===== config.mk =====
export PLATFORM = sky130hd
export DESIGN_NAME = audio_keys_pio
export DESIGN_NICKNAME = d
export VERILOG_FILES = /design/src/rtl/audio_keys_pio.sv
export SDC_FILE = /design/constraint.sdc
export NUM_CORES = 1
export LEC_CHECK = 0
export CAP_MARGIN = 10
export CORE_MARGIN = 2
export CORE_UTILIZATION = 38
export DETAILED_ROUTE_END_ITERATION = 10
export GPL_TIMING_DRIVEN = 0
export MAX_ROUTING_LAYER = met4
export PLACE_DENSITY = 0.95
export SETUP_SLACK_MARGIN = 0.15
export SLEW_MARGIN = 20
export SYNTH_ARGS = -nofsm -noshare
export SYNTH_HDL_FRONTEND = slang
export SYNTH_SLANG_ARGS = --single-unit
export TNS_END_PERCENT = 100

===== constraint.sdc =====
create_clock -name clk -period 2.6 [get_ports clk]
set_clock_uncertainty 0.2 [all_clocks]
set_input_delay 0.26 -clock clk [delete_from_list [all_inputs] [get_ports clk]]
set_output_delay 0.26 -clock clk [all_outputs]
set_load 0.05 [all_outputs]

===== src/rtl/audio_keys_pio.sv =====
// Avalon-MM input PIO for audio transport keys: 2-flop sync, per-bit debounce,
// edge capture and level irq. Define AUDIO_KEYS_DEBOUNCE_EN to build the debounce counters.
module audio_keys_lane #(
  parameter int   DEBOUNCE_CYCLES = 500000,
  parameter int   EDGE_TYPE       = 1,
  parameter logic RST_VAL         = 1'b1
) (
  input  logic clk,
  input  logic reset_n,
  input  logic in_bit,
  output logic key,
  output logic edge_hit
);
  logic sync_q1, sync_q2, key_prev;

  always_ff @(posedge clk or negedge reset_n) begin
    if (!reset_n) begin
      sync_q1  <= RST_VAL;
      sync_q2  <= RST_VAL;
      key_prev <= RST_VAL;
    end else begin
      sync_q1  <= in_bit;
      sync_q2  <= sync_q1;
      key_prev <= key;
    end
  end

`ifdef AUDIO_KEYS_DEBOUNCE_EN
  localparam int CW = (DEBOUNCE_CYCLES > 1) ? $clog2(DEBOUNCE_CYCLES) : 1;
  localparam logic [CW-1:0] CNT_MAX = CW'(DEBOUNCE_CYCLES - 1);
  logic [CW-1:0] cnt;

  // Counter only runs while the synced input disagrees with the accepted state,
  // so it tops out at CNT_MAX and never wraps.
  always_ff @(posedge clk or negedge reset_n) begin
    if (!reset_n) begin
      key <= RST_VAL;
      cnt <= '0;
    end else if (sync_q2 == key) begin
      cnt <= '0;
    end else if (cnt == CNT_MAX) begin
      key <= sync_q2;
      cnt <= '0;
    end else begin
      cnt <= cnt + 1'b1;
    end
  end
`else
  localparam int unused_dbc = DEBOUNCE_CYCLES;

  always_ff @(posedge clk or negedge reset_n) begin
    if (!reset_n) key <= RST_VAL;
    else          key <= sync_q2;
  end
`endif

  assign edge_hit = (EDGE_TYPE == 0) ? (key & ~key_prev) :
                    (EDGE_TYPE == 1) ? (~key & key_prev) :
                                       (key ^ key_prev);
endmodule

module audio_keys_pio #(
  parameter int               WIDTH           = 4,
  parameter int               DEBOUNCE_CYCLES = 500000,
  parameter int               EDGE_TYPE       = 1,
  parameter logic [WIDTH-1:0] IN_RESET        = WIDTH'(4'hF)
) (
  input  logic             clk,
  input  logic             reset_n,
  input  logic [1:0]       address,
  input  logic             chipselect,
  input  logic             write_n,
  input  logic [31:0]      writedata,
  output logic [31:0]      readdata,
  input  logic [WIDTH-1:0] in_port,
  output logic             irq
);
  logic [WIDTH-1:0] key_state, edge_hit, irq_mask, edge_capture, clr_bits;
  logic             wr_en, unused_wdata;

  for (genvar i = 0; i < WIDTH; i++) begin : g_lane
    audio_keys_lane #(
      .DEBOUNCE_CYCLES(DEBOUNCE_CYCLES),
      .EDGE_TYPE      (EDGE_TYPE),
      .RST_VAL        (IN_RESET[i])
    ) u_lane (
      .clk     (clk),
      .reset_n (reset_n),
      .in_bit  (in_port[i]),
      .key     (key_state[i]),
      .edge_hit(edge_hit[i])
    );
  end

  assign wr_en        = chipselect && !write_n;
  assign clr_bits     = (wr_en && address == 2'd3) ? writedata[WIDTH-1:0] : '0;
  assign unused_wdata = ^writedata;

  always_ff @(posedge clk or negedge reset_n) begin
    if (!reset_n) begin
      irq_mask     <= '0;
      edge_capture <= '0;
    end else begin
      if (wr_en && address == 2'd2) irq_mask <= writedata[WIDTH-1:0];
      // OR-ing new edges after the clear makes a same-cycle edge win over software.
      edge_capture <= (edge_capture & ~clr_bits) | edge_hit;
    end
  end

  assign irq = |(edge_capture & irq_mask);

  always_comb begin
    readdata = '0;
    case (address)
      2'd0:    readdata = 32'(key_state);
      2'd2:    readdata = 32'(irq_mask);
      2'd3:    readdata = 32'(edge_capture);
      default: readdata = '0;
    endcase
  end
endmodule


==> parameters.txt, run 1 <==
Parameter                              Value

Outcome
  Run status ... complete, no violations

Worst setup path
  CP Class ... in2out
  Critical path's slowest cell ... sky130_fd_sc_hd__clkdlybuf4s50_1
  WP buf/inv ... 2
  Cell-by-cell listing of the critical path ... clkdlybuf4s50_1, nor2_1, a22o_1, dlygate4sd2_1
  Element type at the critical path end ... output pin
  Critical path arrival ... 1920 ps
  Startpoint class of the critical path ... input port
  Category of cells accounting for the largest share of critical-path delay ... buffers and inverters
  Slowest cell delay on critical path ... around 570 ps
  Worst-path fanout max ... 7
  Data required time at the worst endpoint ... 2140 ps

STA
  Slack of the critical path ... 223 ps
  Setup repair after global routing missed its margin ... no
  Tcrit/Tclk final ... 91.4%
  Slew margin rel. ... 66.8%
  Accumulated negative setup slack ... 0 ps
  Final number of hold-violating endpoints ... 0
  Actual slew at the worst max-slew pin ... 497 ps
  Endpoints failing setup ... 0
  Worst hold slack after final layout ... around 140 ps
  FMAX ... 421 MHz
  Final-report max-slew violation count ... 0
  Tmin final ... 2380 ps

Power
  Total leakage power ... 0.756 nW
  Switching fraction of total power ... between 30 and 40%
  Net switching component of the power ... 0.000285 W
  Clk network pwr share ... a little over a fifth
  Relative contribution of combinational cells to total power ... 29.8%
  Cell Int Power ... 0.000594 W
  Power density cells ... roughly 600 mW/mm^2
  Sequential fraction of design power ... 49.0%
  IR Drop Worst-Case VDD ... between 0.0003 and 0.0004 V

Placement
  Setup slack at placement ... -61.4 ps
  Dpl hpwl ... 1490 um
  Number of I/O port buffers ... 17
  GPL Wtd Cong ... 0.769
  DP Area ... approximately 0.0014 mm^2

Global route
  Number of global-route vias before repair ... 632
  Maximum number of pins on one net before global-route repair ... 25
  Global-route wire length before repair ... between 2000 and 3000 um
  Initial antenna violation count ... 0
  Global-route congestion overflow total ... 0
  Global-route total usage across every layer ... between 10% and 20%

Logic synthesis
  Synthesized area ... around 0.0011 mm^2
  Sequential cell area fraction in the yosys report ... 55.2%
  Yosys warnings ... 0
  Top cell type by total area after synthesis ... sky130_fd_sc_hd__dfstp_2
  Count of mapped cells out of synthesis ... 88
  Proportion of netlist area held by the largest area contributor ... 37.4%
  Biggest area contributors in the synthesized netlist ... sky130_fd_sc_hd__dfstp_2 (37%), sky130_fd_sc_hd__buf_4 (19%), sky130_fd_sc_hd__dfrtp_1 (18%), sky130_fd_sc_hd__mux2_4 (5.3%), sky130_fd_sc_hd__a22o_1 (3.1%)
  Unique cell type count in the Yosys netlist ... 17
  Number of storage elements in the synthesis netlist ... 24
  Average cell area after synthesis ... between 10 and 15 um^2

Die
  Die width ... 58.4 um
  Site row count ... 19
  Total Die Area ... around 0.0034 mm^2
  Total I/O pin count ... 75
  Core ar. ... 0.00278 mm^2
  Initial Utilization ... between 40% and 50%
  Chip height ... 58.4 um

Cells and area
  Synthesis-to-finish area growth ... 30.9%
  Proportion of layout cells with a drive suffix above 1 ... 42.3%
  Fin util ... a little over half
  Diodes inserted ... 0
  Number of nets in the final layout ... 180
  Final cell area excluding filler cells ... roughly 0.0015 mm^2

Route
  DRC violations left ... 0
  Count of antenna-violating nets left after detailed routing ... 0
  Routed via count ... 716
  Drt initial violations ... 8
  Wirelength, routed ... about 1900 um
  Pre-Repair DR Iteration Count ... 4
  Via count normalized by instance count ... 4.26
  Avg WL per Cell ... ~11 um

Clock tree
  Skew-Pair Late Insertion Delay ... 310 ps
  H-Tree Level Count ... 1
  TritonCTS clock tree ... done
  Max Buffers Root-to-Sink ... 2
  Number of clock buffers inserted by TritonCTS ... 3
  Clock tree root buffer cell ... sky130_fd_sc_hd__clkbuf_4
  Clock-pin slew reported for the worst setup and hold paths after clock tree synthesis ... roughly 120 ps
  Number of sinks driven by the clock tree ... 24

Hold path
  Tightest Hold Check Type ... in2reg

Flow run
  Count of max-cap constraint violations ... 0
## metal layers
layer | track usage [%] | vias up | share of wire (%)
met5 | - | - | 0
met4 | 8.31 | 0 | 2.4
met3 | 3.96 | 6 | 14
met2 | 18.9 | 44 | 48
met1 | 12.2 | 335 | 36
li1 | - | 331 | -
## final cells by class
class | count | area, um^2
timing repair buffer | 18 | 171
multi-input combinational | 54 | 354
inverter | 8 | 30.0
fill | 261 | 1310
tap | 31 | 38.8
clock buffer | 4 | 36.3
sequential | 24 | 621
buffer | 29 | 221
## Yosys cell counts
cell and n:
sky130_fd_sc_hd__buf_4 28, sky130_fd_sc_hd__dfstp_2 16, sky130_fd_sc_hd__dfrtp_1 8, sky130_fd_sc_hd__inv_1 8, sky130_fd_sc_hd__a22o_1 4, sky130_fd_sc_hd__mux2_4 4
sky130_fd_sc_hd__nand2b_1 4, sky130_fd_sc_hd__o221ai_1 4, sky130_fd_sc_hd__mux2_2 3, sky130_fd_sc_hd__a22oi_1 2, sky130_fd_sc_hd__and4b_1 1, sky130_fd_sc_hd__and4bb_4 1
sky130_fd_sc_hd__buf_6 1, sky130_fd_sc_hd__conb_1 1, sky130_fd_sc_hd__mux2_1 1, sky130_fd_sc_hd__nand2_1 1, sky130_fd_sc_hd__nor2_1 1
## final timing paths
check / start / endpoint / slack [ps] / cells past startpoint
min in group asynchronous: reset_n / edge_capture[1]$_DFF_PN0_ / 230 / 2
worst min-delay path: in_port[1] / g_lane[1].u_lane.sync_q1$_DFF_PN1_ / 140 / 1
max in group asynchronous: reset_n / g_lane[3].u_lane.key_prev$_DFF_PN1_ / 1610 / 2
worst max-delay path: address[1] / readdata[3] / 220 / 4
worst max register to register: g_lane[0].u_lane.key_prev$_DFF_PN1_ / edge_capture[0]$_DFF_PN0_ / 1540 / 2
worst min register to register: g_lane[3].u_lane.sync_q1$_DFF_PN1_ / g_lane[3].u_lane.sync_q2$_DFF_PN1_ / 160 / 0
## logic make-up (layout without fill, tap and decap cells)
| logic type | count (synthesis) | count (layout) | synth area share, % |
|---|---|---|---|
| buffers and inverters | 37 | 59 | 22.4 |
| AND/OR/NAND/NOR | 8 | 8 | 5.23 |
| other | 1 | 28 | 0.333 |
| multiplexers | 8 | 8 | 9.34 |
| flip-flops | 24 | 24 | 55.2 |
| AO/OA/AOI/OAI | 10 | 10 | 7.56 |
## registers in the layout, indices dropped and copies added (netlist names)
name,flops
g_lane.u_lane.sync_q2,4
irq_mask,4
edge_capture,4
g_lane.u_lane.key_prev,4
g_lane.u_lane.sync_q1,4
g_lane.u_lane.key,4
## power by group through the flow
stage	Clock, W	Combinational, W	Sequential, W
finish	0.000187	0.000262	0.000430
global route	0.000213	0.000274	0.000434
CTS	0.000200	0.000260	0.000430
detailed placement	0	0.000265	0.000437
global placement	0	0.000260	0.000433
floorplan	0	0.000212	0.000430
## cell usage in the layout, fill, tap and decap left out, drive strengths merged
cell type	instances
conb	28
dlygate4sd3	1
and4b	1
clkbuf	4
dlygate4sd2	3
inv	8
clkdlybuf4s50	12
o221ai	4
nor2	1
buf	30
a22o	4
and4bb	1
clkdlybuf4s15	1
nand2b	4
a22oi	2
dfrtp	8
nand2	1
dfstp	16
mux2	8
## worst reg2reg max path: stages, from the launching register on
cell	delay [ps]
sky130_fd_sc_hd__dfstp_2	540
sky130_fd_sc_hd__inv_1	40
sky130_fd_sc_hd__o221ai_1	200
## stage by stage
stage                     std cells  total power, W
after floorplan                 115        0.000642
after global placement          163        0.000693
after detailed placement        163        0.000702
after CTS                       167        0.000890
after global routing            168        0.000921
final                           168        0.000879
## what timing repair did
action,4_1_cts,5_1_grt
setup endpoints to repair,4,1
hold buffers,0,1
buffers inserted,0,0
gates resized for setup,4,1
hold endpoints to repair,0,8
No activity file was read; power rests on OpenSTA's default activity.
==> inputs of run 2 (changes only) <==
--- a/config.mk
+++ b/config.mk
@@ -7,13 +7,14 @@
 export LEC_CHECK = 0
 export CAP_MARGIN = 10
 export CORE_MARGIN = 2
-export CORE_UTILIZATION = 38
+export CORE_UTILIZATION = 55
 export DETAILED_ROUTE_END_ITERATION = 10
+export DONT_BUFFER_PORTS = 1
 export GPL_TIMING_DRIVEN = 0
 export MAX_ROUTING_LAYER = met4
-export PLACE_DENSITY = 0.95
+export PLACE_DENSITY = 0.81
 export SETUP_SLACK_MARGIN = 0.15
-export SLEW_MARGIN = 20
+export SLEW_MARGIN = 15
 export SYNTH_ARGS = -nofsm -noshare
 export SYNTH_HDL_FRONTEND = slang
 export SYNTH_SLANG_ARGS = --single-unit
==> parameters.txt, run 2 (same netlist as run 1, synthesis figures left out) <==
Parameter                              Value

Placement
  DP Area ... 0.00126 mm^2 (was 0.00144 mm^2)
  Number of I/O port buffers ... 0 (was 17)
  Dpl hpwl ... 1200 um (was 1490 um)
  GPL Wtd Cong ... 0.760 (was 0.769)

Die
  Site row count ... 16 (was 19)
  Total I/O pin count ... 75 (unchanged)
  Chip height ... 49.2 um (was 58.4 um)
  Total Die Area ... 0.00242 mm^2 (was 0.00341 mm^2)
  Initial Utilization ... 57.9% (was 40.4%)
  Core ar. ... 0.00194 mm^2 (was 0.00278 mm^2)
  Die width ... 49.2 um (was 58.4 um)

STA
  FMAX ... 527 MHz (was 421 MHz)
  Tmin final ... 1900 ps (was 2380 ps)
  Endpoints failing setup ... 0 (unchanged)
  Setup repair after global routing missed its margin ... no (unchanged)
  Slew margin rel. ... 31.7% (was 66.8%)
  Tcrit/Tclk final ... 73.1% (was 91.4%)
  Final-report max-slew violation count ... 0 (unchanged)
  Final number of hold-violating endpoints ... 0 (unchanged)
  Actual slew at the worst max-slew pin ... 1020 ps (was 497 ps)
  Accumulated negative setup slack ... 0 ps (unchanged)

Clock tree
  Max Buffers Root-to-Sink ... 2 (unchanged)
  Number of clock buffers inserted by TritonCTS ... 3 (unchanged)
  Skew-Pair Late Insertion Delay ... 300 ps (was 310 ps)
  TritonCTS clock tree ... done (unchanged)
  Clock tree root buffer cell ... sky130_fd_sc_hd__clkbuf_4 (unchanged)
  Clock-pin slew reported for the worst setup and hold paths after clock tree synthesis ... 120 ps (about the same)
  Post-CTS Repair Setup Buffers ... 0 (unchanged)
  Number of sinks driven by the clock tree ... 24 (unchanged)
  H-Tree Level Count ... 1 (unchanged)

Worst setup path
  CP Class ... reg2out (was in2out)
  Cell-by-cell listing of the critical path ... mux2_1, a22o_1 (was clkdlybuf4s50_1, nor2_1, a22o_1, dlygate4sd2_1)
  Critical path's slowest cell ... sky130_fd_sc_hd__dfrtp_1 (was sky130_fd_sc_hd__clkdlybuf4s50_1)
  Data required time at the worst endpoint ... 2140 ps (about the same)
  Element type at the critical path end ... output pin (unchanged)
  Slowest cell delay on critical path ... 430 ps (was 570 ps)
  Start point of the critical path ... edge_capture[1]$_DFF_PN0_ (was address[1])
  Startpoint of the worst-slack reg-to-reg timing path ... g_lane[1].u_lane.key$_DFF_PN1_ (was g_lane[0].u_lane.key_prev$_DFF_PN1_)
  Category of cells accounting for the largest share of critical-path delay ... flip-flops (was buffers and inverters)
  Critical path arrival ... 1440 ps (was 1920 ps)
  WP buf/inv ... 0 (was 2)
  Worst-path fanout max ... 4 (was 7)
  Startpoint class of the critical path ... flip-flop (was input port)

Global route
  Initial antenna violation count ... 0 (unchanged)
  Global-route total usage across every layer ... 14.2% (was 11.9%)
  Number of global-route vias before repair ... 548 (was 632)
  Global-route wire length before repair ... 2550 um (was 2900 um)
  Maximum number of pins on one net before global-route repair ... 25 (unchanged)
  Global-route congestion overflow total ... 0 (unchanged)

Cells and area
  Number of nets in the final layout ... 171 (was 180)
  Proportion of layout cells with a drive suffix above 1 ... 44.5% (was 42.3%)
  Synthesis-to-finish area growth ... 23.2% (was 30.9%)
  Final cell area excluding filler cells ... 0.00139 mm^2 (was 0.00147 mm^2)
  Fin util ... 71.4% (was 52.9%)
  Leading cell types in the layout, fill and taps excluded ... sky130_fd_sc_hd__buf_4 (28), sky130_fd_sc_hd__conb_1 (28), sky130_fd_sc_hd__dfstp_2 (16) (unchanged)
  Diodes inserted ... 0 (unchanged)

Route
  Drt initial violations ... 8 (unchanged)
  DRT met1 WL ... 751 um (was 691 um)
  Via count normalized by instance count ... 4.08 (was 4.26)
  Pre-Repair DR Iteration Count ... 4 (unchanged)
  Count of antenna-violating nets left after detailed routing ... 0 (unchanged)
  Wirelength, routed ... 1660 um (was 1910 um)
  Avg WL per Cell ... 10.7 um (was 11.3 um)
  Sum of met2 wire segment lengths after detailed routing ... 793 um (was 911 um)
  Top sig layer ... met4 (unchanged)
  DRC violations left ... 0 (unchanged)
  Routed via count ... 633 (was 716)
  Met3 routed WL ... 105 um (was 258 um)

Power
  Power density cells ... 618 mW/mm^2 (was 597 mW/mm^2)
  Total leakage power ... 0.716 nW (was 0.756 nW)
  IR Drop Worst-Case VDD ... 0.000410 V (was 0.000305 V)

Outcome
  Run status ... complete, no violations (unchanged)

Hold path
  Worst min-delay path startpoint ... g_lane[0].u_lane.sync_q1$_DFF_PN1_ (was in_port[1])
  Tightest Hold Check Type ... reg2reg (was in2reg)

Flow run
  Count of max-cap constraint violations ... 0 (unchanged)
## run 2: what timing repair did
item	CTS	global route
hold endpoints to repair	36	0
gates resized for setup	0	0
hold buffers	9	0
## run 2: where the power goes
part / internal, W / switching [W]
Clock: 0.0000854 / 0.000102
Sequential: 0.000411 / 0.0000180
Combinational: 0.0000795 / 0.000160
## run 2: final cells by class
| cell class | count | area [um^2] |
|---|---|---|
| Inverter | 8 | 30.0 |
| Fill cell | 133 | 556 |
| Clock buffer | 4 | 36.3 |
| Buffer | 29 | 221 |
| Tap cell | 27 | 33.8 |
| Multi-Input combinational cell | 54 | 354 |
| Timing Repair Buffer | 9 | 90.1 |
| Sequential cell | 24 | 621 |
## run 2: worst paths after layout
path                       slack (ps)  depth (start not counted)                            endpoint
max                               700                          2                         readdata[1]
min                               160                          0  g_lane[0].u_lane.sync_q2$_DFF_PN1_
max reg2reg                      1590                          1           edge_capture[1]$_DFF_PN0_
min reg2reg                       160                          0  g_lane[0].u_lane.sync_q2$_DFF_PN1_
max in group asynchronous        1220                          1             irq_mask[1]$_DFFE_PN0P_
min in group asynchronous         370                          1             irq_mask[3]$_DFFE_PN0P_
## run 2: metal layers
| metal | global-route usage [%] | up-vias |
|---|---|---|
| met4 | 4.29 | 0 |
| met1 | 19.6 | 293 |
| li1 | - | 314 |
| met5 | - | - |
| met2 | 20.0 | 24 |
| met3 | 4.29 | 2 |
## run 2: through the flow
step	total power (W)	setup slack (ps)	hold WS [ps]	cells
2_1_floorplan	0.000642	1070	-236	115
3_3_place_gp	0.000651	1020	-235	142
3_5_place_dp	0.000656	1030	-235	142
4_1_cts	0.000863	688	165	155
5_1_grt	0.000892	664	163	155
6_report	0.000856	701	164	155
==> inputs of run 3 (changes only) <==
--- a/config.mk
+++ b/config.mk
@@ -7,12 +7,12 @@
 export LEC_CHECK = 0
 export CAP_MARGIN = 10
 export CORE_MARGIN = 2
-export CORE_UTILIZATION = 55
+export CORE_UTILIZATION = 54
 export DETAILED_ROUTE_END_ITERATION = 10
 export DONT_BUFFER_PORTS = 1
 export GPL_TIMING_DRIVEN = 0
 export MAX_ROUTING_LAYER = met4
-export PLACE_DENSITY = 0.81
+export PLACE_DENSITY = 0.83
 export SETUP_SLACK_MARGIN = 0.15
 export SLEW_MARGIN = 15
 export SYNTH_ARGS = -nofsm -noshare
==> constraint.sdc (replaced) <==
create_clock -name clk -period 1.7 [get_ports clk]
set_clock_uncertainty 0.2 [all_clocks]
set_input_delay 0.17 -clock clk [delete_from_list [all_inputs] [get_ports clk]]
set_output_delay 0.17 -clock clk [all_outputs]
set_load 0.05 [all_outputs]
==> parameters.txt, run 3 (same netlist as run 1, synthesis figures left out) <==
Parameter                              Value

Worst setup path
  CP Class ... reg2out (unchanged)
  Startpoint class of the critical path ... flip-flop (unchanged)
  Slowest cell delay on critical path ... 420 ps (was 430 ps)
  Worst reg2reg path depth ... 3 (was 1)
  Endpoint of the most critical register-to-register path ... irq_mask[1]$_DFFE_PN0P_ (was edge_capture[1]$_DFF_PN0_)
  Cell-by-cell listing of the critical path ... mux2_4, a22o_4 (was mux2_1, a22o_1)
  Critical path arrival ... 1320 ps (was 1440 ps)
  Worst-path fanout max ... 3 (was 4)
  Start point of the critical path ... irq_mask[1]$_DFFE_PN0P_ (was edge_capture[1]$_DFF_PN0_)
  WP buf/inv ... 0 (unchanged)
  Data required time at the worst endpoint ... 1330 ps (was 2140 ps)
  Critical path's slowest cell ... sky130_fd_sc_hd__dfrtp_1 (unchanged)
  Element type at the critical path end ... output pin (unchanged)
  Startpoint of the worst-slack reg-to-reg timing path ... irq_mask[1]$_DFFE_PN0P_ (was g_lane[1].u_lane.key$_DFF_PN1_)
  End point of the critical path ... readdata[1] (unchanged)
  Critical path depth in cells ... 2 (unchanged)
  Category of cells accounting for the largest share of critical-path delay ... flip-flops (unchanged)
  Reg-to-reg setup timing slack ... 470 ps (was 1590 ps)

Die
  Die width ... 49.6 um (was 49.2 um)
  Total Die Area ... 0.00246 mm^2 (was 0.00242 mm^2)
  Chip height ... 49.6 um (was 49.2 um)
  Core ar. ... 0.00196 mm^2 (was 0.00194 mm^2)
  Site row count ... 16 (unchanged)
  Initial Utilization ... 57.3% (was 57.9%)
  Total I/O pin count ... 75 (unchanged)

Hold path
  Tightest Hold Check Type ... in2reg (was reg2reg)

Global route
  Layer carrying the most global-route usage ... met2 (unchanged)
  Met1 capacity usage during global routing ... 16.8% (was 19.6%)
  Number of global-route vias before repair ... 602 (was 548)
  Fraction of met2 tracks used by global routing ... 24.7% (was 20.0%)
  Global-route congestion overflow total ... 0 (unchanged)
  GR Util met3 ... 5.76% (was 4.29%)
  Global-route wire length before repair ... 2770 um (was 2550 um)
  Global-route total usage across every layer ... 15.8% (was 14.2%)
  Maximum number of pins on one net before global-route repair ... 25 (unchanged)
  Initial antenna violation count ... 0 (unchanged)

Route
  Routed via count ... 690 (was 633)
  Count of antenna-violating nets left after detailed routing ... 0 (unchanged)
  Avg WL per Cell ... 11.2 um (was 10.7 um)
  Pre-Repair DR Iteration Count ... 4 (unchanged)
  Drt initial violations ... 11 (was 8)
  Wirelength, routed ... 1810 um (was 1660 um)
  Via count normalized by instance count ... 4.26 (was 4.08)
  DRC violations left ... 0 (unchanged)

Power
  Total leakage power ... 0.760 nW (was 0.716 nW)
  Switching fraction of total power ... 33.5% (was 32.7%)
  IR Drop Worst-Case VDD ... 0.000659 V (was 0.000410 V)
  Cell Int Power ... 0.000881 W (was 0.000576 W)
  Clk network pwr share ... 18.7% (was 21.9%)
  Total Power Consumption ... 0.00132 W (was 0.000856 W)
  Relative contribution of combinational cells to total power ... 31.6% (was 28.0%)
  Power density cells ... 901 mW/mm^2 (was 618 mW/mm^2)
  Sequential fraction of design power ... 49.6% (was 50.1%)
  Net switching component of the power ... 0.000443 W (was 0.000280 W)

Placement
  Number of I/O port buffers ... 0 (unchanged)
  GPL Wtd Cong ... 0.745 (was 0.760)
  Dpl hpwl ... 1230 um (was 1200 um)

Outcome
  Run status ... complete, no violations (unchanged)

STA
  Final-report max-slew violation count ... 0 (unchanged)
  Setup repair after global routing missed its margin ... yes (was no)
  Slew margin rel. ... 30.9% (was 31.7%)
  Final number of hold-violating endpoints ... 0 (unchanged)
  Worst hold slack after final layout ... 92.1 ps (was 164 ps)
  FMAX ... 591 MHz
  Tmin final ... 1690 ps
  Tcrit/Tclk final ... 99.5%
  Endpoints failing setup ... 0 (unchanged)
  Actual slew at the worst max-slew pin ... 1030 ps (was 1020 ps)

Flow run
  Count of max-cap constraint violations ... 0 (unchanged)

Cells and area
  Diodes inserted ... 0 (unchanged)
  Synthesis-to-finish area growth ... 30.7% (was 23.2%)
  Proportion of layout cells with a drive suffix above 1 ... 51.1% (was 44.5%)
  Most common library cell in the layout ignoring fill and taps ... sky130_fd_sc_hd__buf_4
  Fin util ... 74.9% (was 71.4%)
  Leading cell types in the layout, fill and taps excluded ... sky130_fd_sc_hd__buf_4 (35), sky130_fd_sc_hd__conb_1 (28), sky130_fd_sc_hd__dfstp_2 (16) (was sky130_fd_sc_hd__buf_4 (28), sky130_fd_sc_hd__conb_1 (28), sky130_fd_sc_hd__dfstp_2 (16))
  Number of nets in the final layout ... 178 (was 171)

Clock tree
  Number of clock buffers inserted by TritonCTS ... 3 (unchanged)
  Number of sinks driven by the clock tree ... 24 (unchanged)
  H-Tree Level Count ... 1 (unchanged)
  Clock-pin slew reported for the worst setup and hold paths after clock tree synthesis ... 130 ps (was 120 ps)
  TritonCTS clock tree ... done (unchanged)
  Skew-Pair Late Insertion Delay ... 310 ps (was 300 ps)
  Clock tree root buffer cell ... sky130_fd_sc_hd__clkbuf_4 (unchanged)
  Max Buffers Root-to-Sink ... 2 (unchanged)
==> run 3: power by group through the flow <==
stage / clock network, W / logic (W) / registers [W]
global placement: 0 / 0.000333 / 0.000664
finish: 0.000248 / 0.000419 / 0.000657
floorplan: 0 / 0.000325 / 0.000657
detailed placement: 0 / 0.000337 / 0.000667
CTS: 0.000257 / 0.000407 / 0.000657
global route: 0.000285 / 0.000437 / 0.000663
==> run 3: layer usage <==
| layer | vias to the layer above | routed length (um) |
|---|---|---|
| met1 | 307 | 710 |
| met5 | - | 0 |
| met3 | 6 | 207 |
| met2 | 47 | 855 |
| met4 | 0 | 41 |
| li1 | 330 | - |
==> run 3: stage by stage <==
| step | area, um^2 | instances | setup TNS [ps] | setup slack (ps) |
|---|---|---|---|---|
| 6_report | 1470 | 162 | 0 | 7.66 |
| 3_3_place_gp | 1260 | 142 | 0 | 231 |
| 5_1_grt | 1470 | 162 | -71.2 | -39.1 |
| 4_1_cts | 1460 | 160 | 0 | 7.96 |
| 3_5_place_dp | 1260 | 142 | 0 | 231 |
| 2_1_floorplan | 1230 | 115 | 0 | 262 |
==> run 3: worst min-delay path by stage <==
stage               startpoint                         to  slack [ps]  cells after the start
floorplan              reset_n  edge_capture[0]$_DFF_PN0_        -330                      0
global placement       reset_n  edge_capture[0]$_DFF_PN0_        -320                      0
detailed placement     reset_n  edge_capture[1]$_DFF_PN0_        -320                      0
CTS                 chipselect    irq_mask[2]$_DFFE_PN0P_          80                      2
global route        chipselect    irq_mask[2]$_DFFE_PN0P_          70                      2
finish              chipselect    irq_mask[2]$_DFFE_PN0P_          90                      2
==> run 3: cell type report <==
cell class / instances / area, um^2
fill: 135 / 492
inverter: 8 / 30.0
clock buffer: 4 / 26.3
timing repair buffer: 16 / 143
multi-input combinational: 54 / 395
buffer: 29 / 221
tap: 27 / 33.8
sequential: 24 / 621
==> run 3: what timing repair did <==
action	4_1_cts	5_1_grt
hold buffers	9	0
setup buffers	5	2
endpoints found under the setup margin	5	5
pin swaps	1	0
hold endpoints to repair	36	0
resized for setup	10	0
